$ cat src/rtl/regfile_pkg.sv
`default_nettype none
// =============================================================================
// regfile_pkg : shared constants and bypass hit helper for regfile_mp
// Revision    : 1.0
// =============================================================================
package regfile_pkg;

  localparam int DEF_DATA_W = 32;
  localparam int DEF_ADDR_W = 5;
  localparam int DEF_NUM_RD = 2;
  localparam int MAX_RD     = 4;
  localparam int ADDR_CMP_W = 32;

  // bit 0: write port 0 hits addr, bit 1: write port 1 hits addr
  function automatic logic [1:0] bypass_sel(
    input logic [ADDR_CMP_W-1:0] addr,
    input logic                  we0,
    input logic [ADDR_CMP_W-1:0] waddr0,
    input logic                  we1,
    input logic [ADDR_CMP_W-1:0] waddr1
  );
    logic [1:0] hit;
    hit[0] = we0 && (waddr0 == addr);
    hit[1] = we1 && (waddr1 == addr);
    return hit;
  endfunction

endpackage
`default_nettype wire

$ cat src/rtl/regfile_scoreboard.sv
`default_nettype none
// =============================================================================
// regfile_scoreboard : per-register pending-write busy bits (issue sets,
//                      writeback clears, issue wins on collision)
// Revision           : 1.0
// =============================================================================
module regfile_scoreboard
  import regfile_pkg::*;
#(
  parameter int ADDR_W   = DEF_ADDR_W,
  parameter int ZERO_REG = 1
) (
  input  logic                 CLK,
  input  logic                 reset,
  input  logic                 clr0,
  input  logic [ADDR_W-1:0]    clr_addr0,
  input  logic                 clr1,
  input  logic [ADDR_W-1:0]    clr_addr1,
  input  logic                 issue_valid,
  input  logic [ADDR_W-1:0]    issue_addr,
  output logic [2**ADDR_W-1:0] busy,
  output logic                 any_busy
);

  localparam int DEPTH = 2**ADDR_W;

  logic [DEPTH-1:0] busy_next;

  always_comb begin
    busy_next = busy;
    if (clr0)        busy_next[clr_addr0]  = 1'b0;
    if (clr1)        busy_next[clr_addr1]  = 1'b0;
    if (issue_valid) busy_next[issue_addr] = 1'b1;
    if (ZERO_REG != 0) busy_next[0] = 1'b0;
  end

  always_ff @(posedge CLK or negedge reset) begin
    if (!reset) busy <= '0;
    else        busy <= busy_next;
  end

  assign any_busy = |busy;

endmodule
`default_nettype wire

$ cat src/rtl/regfile_mp.sv
`default_nettype none
// =============================================================================
// regfile_mp : N-read / 2-write register file with optional bypass, zero
//              register and RAW-hazard scoreboard
// Revision   : 1.0
// =============================================================================
module regfile_mp
  import regfile_pkg::*;
#(
  parameter int DATA_W   = DEF_DATA_W,
  parameter int ADDR_W   = DEF_ADDR_W,
  parameter int NUM_RD   = DEF_NUM_RD,
  parameter int BYPASS   = 1,
  parameter int ZERO_REG = 1
) (
  input  logic                     CLK,
  input  logic                     reset,
  input  logic [NUM_RD*ADDR_W-1:0] rd_addr,
  output logic [NUM_RD*DATA_W-1:0] rd_data,
  output logic [NUM_RD-1:0]        rd_busy,
  input  logic                     we0,
  input  logic [ADDR_W-1:0]        waddr0,
  input  logic [DATA_W-1:0]        wdata0,
  input  logic                     we1,
  input  logic [ADDR_W-1:0]        waddr1,
  input  logic [DATA_W-1:0]        wdata1,
  input  logic                     issue_valid,
  input  logic [ADDR_W-1:0]        issue_addr,
  output logic                     any_busy
);

  localparam int DEPTH = 2**ADDR_W;

  if ((NUM_RD < 1) || (NUM_RD > MAX_RD)) begin : g_bad_num_rd
    $error("regfile_mp: NUM_RD must be in 1..%0d", MAX_RD);
  end

  logic [DATA_W-1:0] mem [DEPTH];
  logic [DEPTH-1:0]  busy;
  logic              we0_eff;
  logic              we1_eff;
  logic              issue_eff;

  // Qualifying with reset also kills bypass while reset is held low.
  assign we0_eff   = reset && we0 && !((ZERO_REG != 0) && (waddr0 == '0));
  assign we1_eff   = reset && we1 && !((ZERO_REG != 0) && (waddr1 == '0));
  assign issue_eff = reset && issue_valid;

  // Port 1 is written last so it wins a same-address collision.
  always_ff @(posedge CLK or negedge reset) begin
    if (!reset) begin
      for (int i = 0; i < DEPTH; i++) mem[i] <= '0;
    end else begin
      if (we0_eff) mem[waddr0] <= wdata0;
      if (we1_eff) mem[waddr1] <= wdata1;
    end
  end

  regfile_scoreboard #(
    .ADDR_W   (ADDR_W),
    .ZERO_REG (ZERO_REG)
  ) u_scoreboard (
    .CLK         (CLK),
    .reset       (reset),
    .clr0        (we0_eff),
    .clr_addr0   (waddr0),
    .clr1        (we1_eff),
    .clr_addr1   (waddr1),
    .issue_valid (issue_eff),
    .issue_addr  (issue_addr),
    .busy        (busy),
    .any_busy    (any_busy)
  );

  for (genvar k = 0; k < NUM_RD; k++) begin : g_rd
    logic [ADDR_W-1:0] addr;
    logic [1:0]        hit;

    assign addr = rd_addr[k*ADDR_W +: ADDR_W];
    assign hit  = (BYPASS != 0)
                ? bypass_sel(ADDR_CMP_W'(addr), we0_eff, ADDR_CMP_W'(waddr0),
                             we1_eff, ADDR_CMP_W'(waddr1))
                : 2'b00;

    always_comb begin
      rd_data[k*DATA_W +: DATA_W] = mem[addr];
      rd_busy[k]                  = busy[addr];
      if (hit[1]) begin
        rd_data[k*DATA_W +: DATA_W] = wdata1;
        rd_busy[k]                  = 1'b0;
      end else if (hit[0]) begin
        rd_data[k*DATA_W +: DATA_W] = wdata0;
        rd_busy[k]                  = 1'b0;
      end
    end
  end

endmodule
`default_nettype wire

$ cat config.mk
export PLATFORM = sky130hd
export DESIGN_NAME = regfile_mp
export DESIGN_NICKNAME = d
export VERILOG_FILES = /design/src/rtl/regfile_pkg.sv /design/src/rtl/regfile_scoreboard.sv /design/src/rtl/regfile_mp.sv
export SDC_FILE = /design/constraint.sdc
export NUM_CORES = 2
export LEC_CHECK = 0
export CAP_MARGIN = 20
export CORE_UTILIZATION = 50
export DETAILED_ROUTE_END_ITERATION = 8
export PLACE_DENSITY = 0.67
export SYNTH_ARGS = -nofsm -noshare
export SYNTH_HDL_FRONTEND = slang
export SYNTH_SLANG_ARGS = --single-unit
$ cat constraint.sdc
create_clock -name CLK -period 3.05 [get_ports CLK]
set_clock_uncertainty 0.15 [all_clocks]
set_input_delay 0.61 -clock CLK [delete_from_list [all_inputs] [get_ports CLK]]
set_output_delay 0.61 -clock CLK [all_outputs]
set_load 0.01 [all_outputs]
==> key figures <==
Outcome
  • Status: complete, but fails checks
  • Violated checks: design-rule violations, negative setup slack

Placement
  • Placed Instances: 8471
  • Buffers on Ports: 160
  • GPL Wtd Cong: 1.024
  • Placement Setup Slack: -1.355 ns
  • DP HPWL: 189400 microns
  • Placed Area: 76660 sq um

Timing
  • Min Tclk post-route: ~3.5 ns
  • Worst slew pin tran: approximately 1.0 ns
  • Final Cycle Share: 1.155
  • Worst setup margin: -0.4729 ns
  • Final hold violations: 0
  • Hold slack: 0.004749 ns
  • Final Max Tran Viols: 0
  • Slew margin rel.: 0.3232
  • RSZ-0062 raised after global routing: yes
  • Final setup fails: 67
  • Achievable Freq: 283.9 MHz

Finish
  • Final instance area: 85220 sq um
  • Register area: between 20000 and 30000 sq um
  • # nets final: 7085
  • Multi-input combinational cell area: 39430 sq um
  • Non-Filler Instances: 8861
  • Synth-to-Final Area Change: 26.28%
  • Layout cells sized above 1: 0.2826
  • Fillers: 10040

Critical path
  • Startpoint types: flop
  • CP cell instances: buf_6 > mux4_2 > mux4_2 > mux2i_4 > nor2_2 > buf_2
  • Reg-to-reg endpoint: u_scoreboard.busy[14]
  • Most frequent CP cell: mux4_2
  • Launching point of the worst reg2reg path: u_scoreboard.busy[14]
  • Slowest-stage cell, CP: mux4_2
  • Crit end category: output port
  • Cells on worst reg2reg path: 4
  • Worst Path Required: 2.29 ns
  • R2r setup slk: 1.93 ns
  • CP max FO: 3
  • Crit Path Class: reg -> out
  • CP peak stage delay: 0.51 ns
  • WP data arrival: 2.76 ns

Synthesis
  • Syn_area_per_cell: 10.21 sq um
  • Main synth FF type: dfrtp_1
  • Synth Instances: 6613
  • Synth unique cells: 64
  • Post-synth EDFFs: 0
  • Synth area leader: dfrtp_1
  • Yosys top cell area share: 0.3912
  • Synth Register Bits: between 1000 and 1500
  • Syn_nets: 6707
  • Largest cells by area after synthesis: dfrtp_1 39%, mux2i_1 19%, mux4_2 13%, o21ai_0 5.2%, nand2_1 4.7%
  • Yosys warnings: 0
  • FFs w/ async S/R, synth: 1.000
  • Cell area after synthesis: slightly below 70000 sq um
  • Count leader, synth: mux2i_1
  • Sequential share of the synthesized area: 0.3912
  • Synth cell count leaders: 1290 x mux2i_1, 1055 x dfrtp_1, 837 x nand2_1, 696 x o21ai_0, 539 x clkbuf_1

Floorplanning
  • Die ar.: ~140000 sq um
  • Die span in y: 369.4 microns
  • Top-Level Pins: 161
  • Die width: 369.4 microns
  • FP Rows: 134
  • Initial Utilization: 0.5050
  • Core area: 133600 sq um

Clock tree
  • Clock Root Buffer: clkbuf_16
  • H-tree depth: 3
  • Clk_lat worst skew: 0.78 ns
  • CTS tree: done
  • Clk sinks: 1055
  • Max clock buf depth: 3
  • Worst-path clk slew: roughly 0.06 ns
  • Clock buffers created by TritonCTS: ~120

Routing
  • Vias per cell: between 7 and 8
  • DRC errors left: 24
  • Drt pass-1 iters: 9
  • Post-DR wirelength/cell: 34.33 microns
  • Iteration-0 DRC Markers: between 9000 and 10000
  • Routed WL: roughly 300000 microns
  • Routed Antenna Nets: 0
  • Vias post-DR: ~62000

Global routing
  • Number of global-route vias before repair: 60500
  • Initial antenna violation count: 7
  • Largest net degree at the start of global routing: 169
  • Total congestion overflow: 0
  • Gr usage total: 0.4390
  • First-pass GRT wire length: 431800 microns

Power and ir drop
  • Pwr dens: 561.2 nW/um^2
  • IR Drop Worst-Case VDD: 0.5409 mV
  • P_leak: around 0.037 uW

Min path
  • Hold crit path type: in -> async

Flow run
  • Max Cap Viol: 0
[metal layers]
layer  vias to the layer above  track usage  wire, microns
li1                      24920            -              -
met1                     30440       0.5535         105200
met2                      5343       0.6088         125900
met3                      1500       0.1535          44850
met4                         2       0.3523          28350
met5                         -            0             13
[placed cells by master, fill, tap and decap left out, types with 81 or more instances in the layout]
cell type and instances:
mux2i_1 1287, dfrtp_1 1055, nand2_1 816, o21ai_0 660
buf_4 540, mux4_2 386, nor2_1 379, a21oi_1 285
buf_12 276, o21ai_1 161, clkbuf_16 122, buf_6 88
a221o_1 81
[layout make-up]
cell class / instances / share of cell area
antenna: 6 / 0.0001762
clock buffer: 184 / 0.04132
clock inverter: 30 / 0.005594
inverter: 12 / 0.0006754
multi-input combinational: 4704 / 0.4627
sequential: 1055 / 0.3098
tap: 1768 / 0.02596
timing repair buffer: 1102 / 0.1538
[stage by stage]
step / utilization / total power (uW) / setup TNS (ns)
global placement: 0.5737 / 30730 / -120.34
finish: 0.6377 / 47820 / -19.53
detailed placement: 0.5737 / 31250 / -128.62
floorplan: - / 26640 / 0
CTS: 0.6293 / 46950 / -18.28
global route: 0.6376 / 49320 / -22.02
[cells by family (layout without fill, tap and decap cells)]
kind of cell    Yosys count  count (layout)  synth area share
compound gates         1544            1544            0.1347
other cells               0               6                 0
buf+inv                 855            1328           0.06176
xor+xnor                 20              20          0.002596
flops                  1055            1055            0.3912
mux                    1688            1688            0.3222
simple gates           1451            1452           0.08758
[sequential cells by signal (all words and copies together), names as in the netlist]
signal / count
u_scoreboard.busy: 31
mem: 1024
[critical path: cells and delay by family (launching register included)]
kind / cells / cell delay [ns]
buf+inv: 2 / 0.28
flops: 1 / 0.43
simple gates: 1 / 0.06
mux: 3 / 1.20
[what timing repair did]
item / CTS / global route
hold endpoints to repair: 26 / 0
pin swaps: 155 / 105
gates cloned: 28 / 4
buffers inserted: 135 / 45
hold buffers: 1 / 0
endpoints found under the setup margin: 67 / 136
gates resized for setup: 769 / 200
[report_power, final]
part	internal, uW	total (uW)	switching [uW]	leakage (uW)
combinational	6550	13000	6430	0.0211
sequential	17100	19700	2600	0.0135
clock	8800	15100	6340	0.00195
total	32400	47800	15400	0.0366
[worst max path at each step]
stage,slack (ns),end,start
detailed placement,-1.36,rd_data[35],rd_addr[8]
global route,-0.50,rd_data[53],we1
global placement,-1.40,rd_data[35],rd_addr[8]
floorplan,0.04,rd_data[7],rd_addr[0]
finish,-0.47,rd_busy[1],u_scoreboard.busy[10]
CTS,-0.50,rd_busy[1],u_scoreboard.busy[10]
Power figures use the tool's default switching activity.
